===== src/rtl/instr_prefetch_queue_if.sv =====
// -----------------------------------------------------------------------------
// instr_prefetch_queue_if
//   Bundles the fetch-stage signals of instr_prefetch_queue: the instruction
//   memory request/response bus, the redirect/stall controls from the branch
//   and hazard units, and the head-of-queue outputs feeding IF/ID.
//
//   master : the prefetch queue itself
//            drives imem_addr, imem_req, out_valid, out_pc, out_instr
//            samples imem_rdata, redirect, redirect_pc, stall
//   slave  : the surrounding pipeline / instruction memory (mirror image)
//
// Parameters
//   PC_W   fetch PC / instruction memory byte-address width
//   INS_W  instruction width
// -----------------------------------------------------------------------------
interface instr_prefetch_queue_if #(
   parameter int PC_W  = 9,
   parameter int INS_W = 32
);

   // instruction memory bus
   logic [PC_W-1:0]  imem_addr;
   logic             imem_req;
   logic [INS_W-1:0] imem_rdata;

   // pipeline control
   logic             redirect;
   logic [PC_W-1:0]  redirect_pc;
   logic             stall;

   // head of queue towards IF/ID
   logic             out_valid;
   logic [PC_W-1:0]  out_pc;
   logic [INS_W-1:0] out_instr;

   modport master (
      output imem_addr,
      output imem_req,
      input  imem_rdata,
      input  redirect,
      input  redirect_pc,
      input  stall,
      output out_valid,
      output out_pc,
      output out_instr
   );

   modport slave (
      input  imem_addr,
      input  imem_req,
      output imem_rdata,
      output redirect,
      output redirect_pc,
      output stall,
      input  out_valid,
      input  out_pc,
      input  out_instr
   );

endinterface : instr_prefetch_queue_if


===== src/rtl/instr_prefetch_queue.sv =====
// -----------------------------------------------------------------------------
// instr_prefetch_queue
//   Fetch stage sitting in front of the IF/ID register. Owns the fetch PC,
//   issues sequential requests to a synchronous instruction memory (one-cycle
//   read latency), buffers returned {pc, instr} pairs in a small FIFO and
//   presents the head entry to IF/ID. Hazard stalls are absorbed without
//   refetching; a redirect flushes the FIFO, kills any in-flight response and
//   restarts fetch at redirect_pc.
//
// Parameters
//   PC_W   fetch PC / byte-address width            (default 9)
//   INS_W  instruction width                        (default 32)
//   DEPTH  FIFO entries, 2..16; >=3 sustains 1/cycle (default 4)
//
// Ports
//   clk        in   clock, all state updates on posedge
//   reset      in   synchronous, active-high
//   bus        master modport of instr_prefetch_queue_if:
//                imem_addr/imem_req out, imem_rdata in   (instruction memory)
//                redirect/redirect_pc/stall in           (branch + hazard units)
//                out_valid/out_pc/out_instr out          (head entry to IF/ID)
//   occupancy  out  entries currently held in the FIFO
//
// Build option
//   PREFETCH_BYPASS_EN  when defined, a live response arriving at an empty
//                       FIFO is presented on the outputs in the same cycle
//                       (consumed directly unless stalled). When undefined the
//                       outputs come from FIFO storage only.
// -----------------------------------------------------------------------------
module instr_prefetch_queue #(
   parameter int PC_W  = 9,
   parameter int INS_W = 32,
   parameter int DEPTH = 4
) (
   input  logic                         clk,
   input  logic                         reset,
   instr_prefetch_queue_if.master       bus,
   output logic [$clog2(DEPTH+1)-1:0]   occupancy
);

   localparam int OCC_W = $clog2(DEPTH + 1);
   localparam int PTR_W = (DEPTH > 1) ? $clog2(DEPTH) : 1;

   localparam logic [PTR_W-1:0] LAST_PTR  = PTR_W'(DEPTH - 1);
   localparam logic [OCC_W:0]   DEPTH_CNT = (OCC_W + 1)'(DEPTH);

   // fetch PC: address of the next request
   logic [PC_W-1:0]  fpc;

   // A request was issued last cycle and its response (on imem_rdata this
   // cycle) is still wanted. A redirect clears it, which is how an in-flight
   // response gets killed: the memory still returns data but nobody takes it.
   logic             rsp_live;
   logic [PC_W-1:0]  rsp_pc;

   // FIFO storage and bookkeeping
   logic [PC_W-1:0]  mem_pc    [DEPTH];
   logic [INS_W-1:0] mem_instr [DEPTH];
   logic [PTR_W-1:0] rd_ptr;
   logic [PTR_W-1:0] wr_ptr;
   logic [OCC_W-1:0] count;

   // per-cycle decisions
   logic             fifo_empty;
   logic             issue;
   logic             push;
   logic             pop;
   logic             head_valid;
   logic [PC_W-1:0]  head_pc;
   logic [INS_W-1:0] head_instr;

   function automatic logic [PTR_W-1:0] ptr_inc(input logic [PTR_W-1:0] p);
      return (p == LAST_PTR) ? '0 : p + PTR_W'(1);
   endfunction

   // -------------------------------------------------------------------------
   // Issue, push/pop and head selection
   // -------------------------------------------------------------------------
   always_comb begin
      // NOTE: every signal written here gets a default first, so no path can
      // leave one unassigned and infer a latch.
      fifo_empty = (count == '0);

      // The in-flight response already owns a slot, so counting it here
      // guarantees the FIFO can never overflow. A pop in the same cycle is
      // deliberately not credited; DEPTH>=3 still keeps one request per cycle.
      issue = !reset && !bus.redirect &&
              (({1'b0, count} + {{OCC_W{1'b0}}, rsp_live}) < DEPTH_CNT);

      push       = rsp_live;
      pop        = !fifo_empty && !bus.stall;
      head_valid = !fifo_empty;
      head_pc    = '0;
      head_instr = '0;

      if (!fifo_empty) begin
         head_pc    = mem_pc[rd_ptr];
         head_instr = mem_instr[rd_ptr];
      end
`ifdef PREFETCH_BYPASS_EN
      else if (rsp_live) begin
         // Empty FIFO: hand the response straight to IF/ID. It only needs
         // storing if IF/ID is stalled and cannot take it this cycle.
         head_valid = 1'b1;
         head_pc    = rsp_pc;
         head_instr = bus.imem_rdata;
         push       = bus.stall;
      end
`endif
   end

   assign bus.imem_addr = fpc;
   assign bus.imem_req  = issue;
   assign bus.out_valid = head_valid;
   assign bus.out_pc    = head_pc;
   assign bus.out_instr = head_instr;
   assign occupancy     = count;

   // -------------------------------------------------------------------------
   // Control state. Reset beats redirect, redirect beats push/pop/issue.
   // -------------------------------------------------------------------------
   always_ff @(posedge clk) begin
      // NOTE: sequential state uses non-blocking assignments only, so every
      // register samples pre-edge values regardless of statement order.
      if (reset) begin
         fpc      <= '0;
         rsp_live <= 1'b0;
         rsp_pc   <= '0;
         rd_ptr   <= '0;
         wr_ptr   <= '0;
         count    <= '0;
      end else if (bus.redirect) begin
         // No request goes out in a redirect cycle, so the new stream starts
         // cleanly at redirect_pc next cycle. No alignment is enforced.
         fpc      <= bus.redirect_pc;
         rsp_live <= 1'b0;
         rd_ptr   <= '0;
         wr_ptr   <= '0;
         count    <= '0;
      end else begin
         if (issue) begin
            fpc <= fpc + PC_W'(4);   // wraps modulo 2**PC_W
         end
         rsp_live <= issue;
         rsp_pc   <= fpc;

         if (push) begin
            wr_ptr <= ptr_inc(wr_ptr);
         end
         if (pop) begin
            rd_ptr <= ptr_inc(rd_ptr);
         end

         case ({push, pop})
            2'b10:   count <= count + OCC_W'(1);
            2'b01:   count <= count - OCC_W'(1);
            default: count <= count;
         endcase
      end
   end

   // -------------------------------------------------------------------------
   // FIFO storage
   // -------------------------------------------------------------------------
   // NOTE: the storage array has no reset; validity is carried entirely by
   // count/pointers, and stale contents are never presented as valid.
   always_ff @(posedge clk) begin
      if (push) begin
         mem_pc[wr_ptr]    <= rsp_pc;
         mem_instr[wr_ptr] <= bus.imem_rdata;
      end
   end

endmodule : instr_prefetch_queue


===== src/flat_wrapper.sv =====
// flat-port wrapper written by rule: the top's interface ports become plain ports
module instr_prefetch_queue_flat 
#(
   parameter int PC_W  = 9,
   parameter int INS_W = 32,
   parameter int DEPTH = 4
)
  (clk, reset, occupancy, bus_imem_addr, bus_imem_req, bus_imem_rdata, bus_redirect, bus_redirect_pc, bus_stall, bus_out_valid, bus_out_pc, bus_out_instr);
  instr_prefetch_queue_if #(.PC_W(PC_W), .INS_W(INS_W)) bus_i ();
  input  logic clk;
  input  logic reset;
  output logic [$clog2(DEPTH+1)-1:0] occupancy;
  output wire logic [$bits(bus_i.imem_addr)-1:0] bus_imem_addr;
  output wire logic [$bits(bus_i.imem_req)-1:0] bus_imem_req;
  input wire logic [$bits(bus_i.imem_rdata)-1:0] bus_imem_rdata;
  input wire logic [$bits(bus_i.redirect)-1:0] bus_redirect;
  input wire logic [$bits(bus_i.redirect_pc)-1:0] bus_redirect_pc;
  input wire logic [$bits(bus_i.stall)-1:0] bus_stall;
  output wire logic [$bits(bus_i.out_valid)-1:0] bus_out_valid;
  output wire logic [$bits(bus_i.out_pc)-1:0] bus_out_pc;
  output wire logic [$bits(bus_i.out_instr)-1:0] bus_out_instr;
  assign bus_imem_addr = bus_i.imem_addr;
  assign bus_imem_req = bus_i.imem_req;
  assign bus_i.imem_rdata = bus_imem_rdata;
  assign bus_i.redirect = bus_redirect;
  assign bus_i.redirect_pc = bus_redirect_pc;
  assign bus_i.stall = bus_stall;
  assign bus_out_valid = bus_i.out_valid;
  assign bus_out_pc = bus_i.out_pc;
  assign bus_out_instr = bus_i.out_instr;
  instr_prefetch_queue #(.PC_W(PC_W), .INS_W(INS_W), .DEPTH(DEPTH)) u_core (.clk(clk), .reset(reset), .bus(bus_i), .occupancy(occupancy));
endmodule

===== config.mk =====
export PLATFORM = sky130hd
export DESIGN_NAME = instr_prefetch_queue_flat
export DESIGN_NICKNAME = d
export VERILOG_FILES = /design/src/rtl/instr_prefetch_queue_if.sv /design/src/rtl/instr_prefetch_queue.sv /design/src/flat_wrapper.sv
export SDC_FILE = /design/constraint.sdc
export NUM_CORES = 1
export LEC_CHECK = 0
export ABC_CLOCK_PERIOD_IN_PS = 2200
export CAP_MARGIN = 0
export CORE_UTILIZATION = 50
export DETAILED_ROUTE_END_ITERATION = 10
export GPL_TIMING_DRIVEN = 1
export PLACE_DENSITY = 0.75
export SLEW_MARGIN = 20
export SYNTH_ARGS = -nofsm -noshare
export SYNTH_HDL_FRONTEND = slang
export SYNTH_SLANG_ARGS = --single-unit

===== constraint.sdc =====
create_clock -name clk -period 2.2 [get_ports clk]
set_input_delay 0.33 -clock clk [delete_from_list [all_inputs] [get_ports clk]]
set_output_delay 0.33 -clock clk [all_outputs]
set_load 0.02 [all_outputs]

# After elaboration in Yosys (flattened, before gate mapping)

Memory sizes are Yosys's and may differ from the RTL's. A register that Yosys moved wholly into a read port is not among the register bits.
Cells that the tools add are included.

Register bits after elaboration: 26
Bits in latches: 0
RAM bits: 164
Bits in read-only memories: 0
Bits of input ports: 45
Output and inout port bits: 55
Logic and storage cells: 43
Memories: 2

Add/subtract/negate cells: 6
$mul: 0
Divide/modulo/power cells: 0
Order comparisons: 1
Eq/ne operators: 4
Shift operators: 0
Multiplexer cells: 13
Bitwise operators: 0
Reduce and logical (&&, ||, !) cells: 11

Memory list:

| memory           | words | bits a word | rd ports | clocked after Yosys merged registers in | wr ports | RTL line                   | RTL |
|---|---|---|---|---|---|---|---|
| u_core.mem_instr | 4     | 32          | 1        | 1                                       | 1        | instr_prefetch_queue.sv:58 | `logic [INS_W-1:0] mem_instr [DEPTH];` |
| u_core.mem_pc    | 4     | 9           | 1        | 1                                       | 1        | instr_prefetch_queue.sv:57 | `logic [PC_W-1:0] mem_pc [DEPTH];` |

Operators with widths:

| operator            | count |
|---|---|
| $mux 32             | 1 |
| $mux 9              | 3 |
| $mux 2              | 6 |
| $add 9x3->9 const B | 1 |
| $eq 2x2->1 const B  | 3 |
| $pmux 3 s2          | 1 |
| $add 2x1->2 const B | 2 |
| $add 3x1->4         | 1 |
| $logic_not 1->1     | 4 |
| $lt 4x3->1 const B  | 1 |
| $reduce_bool 2->1   | 2 |
| $add 3x1->3 const B | 1 |
| $logic_and 1x1->1   | 3 |
| $logic_not 3->1     | 1 |
| $sub 3x1->3 const B | 1 |
| $eq 2x1->1 const B  | 1 |
| $mux 1              | 2 |
| $reduce_or 2->1     | 1 |

# Logic depth before layout (Yosys ltp)

Gate-level depths: netlist (run 1).

Word-level depth: 5
Gate-level depth with buffers: 8

# Least setup slack after synthesis (run 1)

OpenSTA, ideal clock, no wires.

Kind: reg2reg
Start: register u_core.wr_ptr[0]
End: memory u_core.mem_instr[3][0] (enable)
Arrival: 1543 ps
Path slack: 255 ps
Cell stages (with the launch flop): 3
Clock period less this slack: 1945 ps
Path through: dfxtp_1 > ha_1 > and2_1

RTL lines:

| what                   | RTL line                    | RTL |
|---|---|---|
| from (decl)            | instr_prefetch_queue.sv:60  | `logic [PTR_W-1:0] wr_ptr;` |
| from (signal assigned) | instr_prefetch_queue.sv:148 | `wr_ptr <= ptr_inc(wr_ptr);` |
| to (decl)              | instr_prefetch_queue.sv:58  |  |

No word-level cell before the write port.

==> run metrics, run 1 <==
status complete, but fails checks; failing checks setup timing; flop2flop setup slack around 0.36 ns; fin nets 590; Seq/Total Area, Yosys around three quarters; Lkg Pwr 3.401 nW; WHS Path Cells 3; H-tree depth 4; most frequent cell after synthesis edfxtp_1; Top-Level Pins 100; Area Overhead vs Synth 31.94%; CTS tree done; Final ANT Viol Nets 0; top post-synthesis cells by count edfxtp_1, and2_1, mux4_2; worst vdd ir 0.0005420 V; sum of negative setup slack -0.5692 ns; Worst R2R Path Depth 8; drt initial violations 345; setup slack at placement -0.03994 ns; Vias 4005; routed wire length 14480 microns; Critical R2R Launch u_core.occupancy[1]$_SDFFE_PN0P_; DIE AREA approximately 15000 sq um; HP Class primary input to register; Setup violations, final 11; worst hold path startpoint bus_redirect_pc[1]; total core area between 10000 and 15000 sq um; first-pass GRT wire length 23060 microns; pin count of the biggest net entering global routing 31; EDFF count, synth 164; top cell type's share of synthesized area 66.16%; crit end category output pin; Combinational Power Share under 10%; DRT Pass-1 Iters 4; Starting Density 51.21%; switch share 20.18%; root buffer cell clkbuf_16; DRC viols 0; port bufs 99; Clock Path Buffers 2; endpoints failing hold 0; yosys synthesis warning count 0; Max Clk Rate 438.9 MHz; required time worst endpoint approximately 1.9 ns; Worst Hold End u_core.bus.imem_addr[1]$_SDFFE_PP0P_; CP Buf/Inv Count 4; post-synthesis sequential element count 192; All-Layer GR Usage around a fifth; crit start category register; post-synth design cell area 7443 sq um; row count 44; Routed WL per cell approximately 20 microns; internal power slightly above 0.006 W; post-route setup slack -0.07817 ns; dpl hpwl around 9000 microns; Syn Area/Cell around 18 sq um; Die Y 124.0 microns; crit-path cells buf_12, buf_12, buf_6, mux4_2, and2_4, buf_6; Clock Skew about 0.0049 ns; clock latency on the worst-skew pair between 0.4 and 0.5 ns; Power Density 783.3 nW/um^2; family with the most delay on the worst path multiplexers; Seq pwr share 52.7%; critical path class register to output pin; synth unique cells 37; syn nets 460; Overflow after GRT 0; Slew @ Worst Pin around 0.41 ns; CTS Hold Bufs 0; synthesized instance count 407; DP Area 8846 sq um; CP arrival about 2.0 ns; total CTS buffers 17; share of cells above drive strength 1 36.00%; # fillers 956; fin. max-slew vios 0; initial antenna violation count 0; period utilization 103.6%; r2r endpoint u_core.occupancy[2]$_SDFFE_PN0P_; number of global-route vias before repair 4312; FFs w/ async S/R, synth 0%; Avg Vias per Cell 5.456; cell taking the most area after synthesis edfxtp_1; crit path max fanout 7; Final Instance Area a little under 10000 sq um; slew margin rel. 72.46%; NetSw 0.001552 W; top_reg_cell synth edfxtp_1; slowest stage cell on the critical path mux4_2; n_diodes 0; ranking of synthesized cells by area edfxtp_1, mux4_2, dfxtp_1, and2_1, ha_1; Routability Congestion 0.7832; Clock transition at path regs 0.06 ns; clock share of power 40.5%; clk sinks approximately 190; Die X 124.0 microns; RSZ-0062 raised after global routing true; slowest stage delay, CP slightly below 0.5 ns; minimum clock period 2.278 ns; Max-Cap Viols 0
-- logic make-up (layout without fill, tap and decap cells) --
| kind of cell | after synthesis | after routing | synth area share (%) |
|---|---|---|---|
| AOI/OAI and AO/OA | 29 | 29 | 2.236 |
| and+or+nand+nor | 100 | 100 | 7.699 |
| buffers and inverters | 30 | 173 | 1.597 |
| adders and majority gates | 8 | 8 | 1.446 |
| xor gates and xnor gates | 2 | 2 | 0.2354 |
| DFF | 192 | 192 | 73.69 |
| muxes | 46 | 46 | 13.09 |
-- tightest hold or removal path, cell delays in order --
cell             delay [ns]
clkdlybuf4s50_1        0.40
nand2_1                0.06
a21oi_1                0.06
-- what timing repair did --
item,in CTS,in global routing
gates cloned,3,0
resized for setup,266,40
setup buffers,9,2
setup endpoints to repair,43,41
pin swaps,3,0
-- metal layers --
metal  routed length [microns]  global-route usage, %  vias up
met5                         0                      0        -
met4                       228                  7.813        0
met3                       723                  4.991       20
met2                      7631                  36.46      125
met1                      5895                  25.63     2021
li1                          -                      -     1839
-- layout make-up --
| class | instances | area [sq um] | area share (%) |
|---|---|---|---|
| Timing Repair Buffer | 133 | 1491 | 15.19 |
| Clock inverter | 6 | 35.03 | 0.3567 |
| Tap cell | 184 | 230.2 | 2.344 |
| Sequential cell | 192 | 5490 | 55.91 |
| Inverter | 8 | 30.03 | 0.3058 |
| Multi-Input combinational cell | 185 | 1958 | 19.94 |
| Clock buffer | 26 | 585.6 | 5.963 |
-- through the flow --
step	power (W)	hold WS, ns	cells	utilization (%)
floorplan	0.004339	0.4289	407	-
global placement	0.004585	0.4717	691	60.86
detailed placement	0.004603	0.4967	691	60.86
CTS	0.007727	0.4570	735	67.25
global route	0.007935	0.4905	734	67.57
finish	0.007693	0.4660	734	67.57
-- sequential cells by signal, indices dropped and copies added, names as in the netlist, named ones only --
name / cells
u_core.mem_instr: 128
u_core.mem_pc: 36
u_core.bus.imem_addr: 9
u_core.rsp_pc: 9
u_core.occupancy: 3
u_core.rd_ptr: 2
u_core.wr_ptr: 2
u_core.push: 1
-- power by group through the flow --
stage	Combinational, W	Clock, W	Sequential (W)
after detailed placement	0.000473	0	0.00413
after global placement	0.000462	0	0.00412
final	0.000523	0.00312	0.00405
after CTS	0.000514	0.00316	0.00405
after floorplan	0.000204	0	0.00413
after global routing	0.000566	0.00331	0.00406
-- cell usage in the layout (no fill, tap or decap), drive strengths merged, types with 10 or more instances in the layout --
cell type | Yosys | routed
inv | 8 | 10
mux4 | 41 | 41
nand2 | 12 | 12
clkdlybuf4s50 | 0 | 56
and2 | 45 | 45
clkbuf | 12 | 26
a21oi | 16 | 16
dfxtp | 28 | 28
buf | 10 | 75
edfxtp | 164 | 164
nor2 | 15 | 15
-- worst max path at each step --
stage                                        startpoint                          endpoint  cells after the start
final                                          register                     bus_out_pc[8]                      6
after global routing                           register                     bus_out_pc[6]                      6
after CTS                                      register                 bus_out_instr[21]                      5
after detailed placement                   bus_redirect                      bus_imem_req                      4
after global placement                     bus_redirect                      bus_imem_req                      4
after floorplan           u_core.wr_ptr[0]$_SDFFE_PN0P_  u_core.mem_instr[3][0]$_DFFE_PP_                      2
(Power assumes the default switching activity.)
==> run 2, diff against run 1 <==
Settings changed: ABC_CLOCK_PERIOD_IN_PS 2200 to 2490, GPL_TIMING_DRIVEN 1 to default, PLACE_DENSITY 0.75 to 0.74.
Clock period 2.2 ns to 2.49 ns, I/O delays scaled along.
==> run metrics, run 2 (synthesis results as in run 1) <==
commonest non-fill, non-tap cell in the layout edfxtp_1; DIE AREA 15380 sq um; crit start category register; dpl hpwl 8137 microns; DRT Pass-1 Iters 4; Clock transition at path regs 0.07 ns; # fillers between 1000 and 1500; minimum clock period 2.433 ns; period utilization 97.70%; fin. max-slew vios 0; Slew @ Worst Pin 0.5300 ns; Critical R2R Launch u_core.occupancy[1]$_SDFFE_PN0P_; All-Layer GR Usage 19.45%; postcts setup bufs 0; total core area 14530 sq um; total CTS buffers 17; pin count of the biggest net entering global routing 34; Largest Register u_core.mem_instr; clock latency on the worst-skew pair 0.43 ns; CTS Hold Bufs 0; Avg Vias per Cell 5.480; Overflow after GRT 0; final core utilization 64.85%; initial antenna violation count 0; clk sinks 192; status completed; number of global-route vias before repair between 4000 and 5000; fin nets approximately 570; Clock Path Buffers 2; n_diodes 0; worst vdd ir 0.0005268 V; total power 0.006775 W; DP Area 8798 sq um; DRC viols 0; row count 44; Final ANT Viol Nets 0; max reg flops 128; Max Clk Rate 411.0 MHz; HP Class register to register; Clock Skew 0.005792 ns; Routed WL per cell 19.02 microns; endpoints failing hold 0; biggest regs u_core.mem_instr x128, u_core.mem_pc x36; RSZ-0062 raised after global routing true; Worst R2R Path Depth 8; critical path class register to output pin; Die Y roughly 120 microns; routed wire length 13620 microns; Setup violations, final 0; CTS tree done; slew margin rel. 64.66%; crit path max fanout 15; Top-Level Pins 100; WHS Path Cells 2; drt initial violations 226; Die X between 100 and 150 microns; Vias 3924; first-pass GRT wire length 21270 microns; sum of negative setup slack 0 ns; Final Instance Area about 9400 sq um; Power Density slightly above 700 nW/um^2; worst hold path startpoint u_core.bus.imem_addr[0]$_SDFFE_PP0P_; Starting Density 51.21%; root buffer cell clkbuf_16; Max-Cap Viols 0; Area Overhead vs Synth 26.63%; commonest non-fill, non-tap cells in the layout edfxtp_1, clkdlybuf4s50_1, mux4_2, and2_1, dlygate4sd2_1; CP arrival 2.06 ns; crit end category output pin; share of cells above drive strength 1 18.42%; Routability Congestion 0.7636; required time worst endpoint 2.12 ns; H-tree depth 4; port bufs 99; Lkg Pwr approximately 3.2 nW
## run 2: cell types whose count changed in the layout (fill, tap and decap cells not counted), sizes merged
cell | previous run | this run
buf | 75 | 16
bufinv | 0 | 4
clkbuf | 26 | 18
clkdlybuf4s15 | 0 | 14
clkdlybuf4s50 | 56 | 57
clkinvlp | 0 | 5
dlygate4sd2 | 2 | 28
inv | 10 | 9
## run 2: worst paths after layout
kind | slack (ns) | endpoint
max | 0.06 | bus_out_instr[31]
min | 0.50 | u_core.rsp_pc[0]$_SDFFE_PP0N_
max reg2reg | 0.53 | u_core.occupancy[2]$_SDFFE_PN0P_
min reg2reg | 0.50 | u_core.rsp_pc[0]$_SDFFE_PP0N_
## run 2: timing repair
| action | 4_1_cts | 5_1_grt |
|---|---|---|
| pin swaps | 0 | 0 |
| resized for setup | 45 | 15 |
| cloned | 1 | 0 |
| setup endpoints to repair | 42 | 15 |
## run 2: cell type report
cell class	instances	area, sq um	share of cell area (%)
multi-input cells	185	1849	19.62
repair buffers	115	1207	12.81
clock buffers	18	429.2	4.553
clock inverters	14	188.9	2.005
inverters	8	30.03	0.3186
flip-flops and latches	192	5490	58.25
well taps	184	230.2	2.443
## run 2: worst max-delay path, stage by stage (launching register included)
cell and delay [ns]:
dfxtp_4 0.43, buf_12 0.19, mux4_2 0.52, and2_1 0.20, clkdlybuf4s15_1 0.30
## run 2: per-stage QoR
step	setup WS [ns]	hold slack, ns	std cells
finish	0.05719	0.5017	716
global route	-0.0008789	0.5205	716
CTS	-0.01245	0.4996	716
detailed placement	0.1098	0.4898	683
global placement	0.1326	0.4758	683
floorplan	0.5451	0.4599	407
## run 2: layer usage
metal | global-route usage [%] | vias to the layer above | share of wire (%)
met5 | 0 | - | 0
met4 | 7.738 | 0 | 1.3
met3 | 4.991 | 15 | 5.1
met2 | 33.58 | 106 | 50
met1 | 23.33 | 1999 | 43
li1 | - | 1804 | -
## run 2: power by group
part	switching (W)	total [W]	internal [W]
registers	0.0000358	0.00358	0.00354
clock network	0.00113	0.00280	0.00168
logic	0.000195	0.000395	0.000200
total	0.00136	0.00678	0.00542
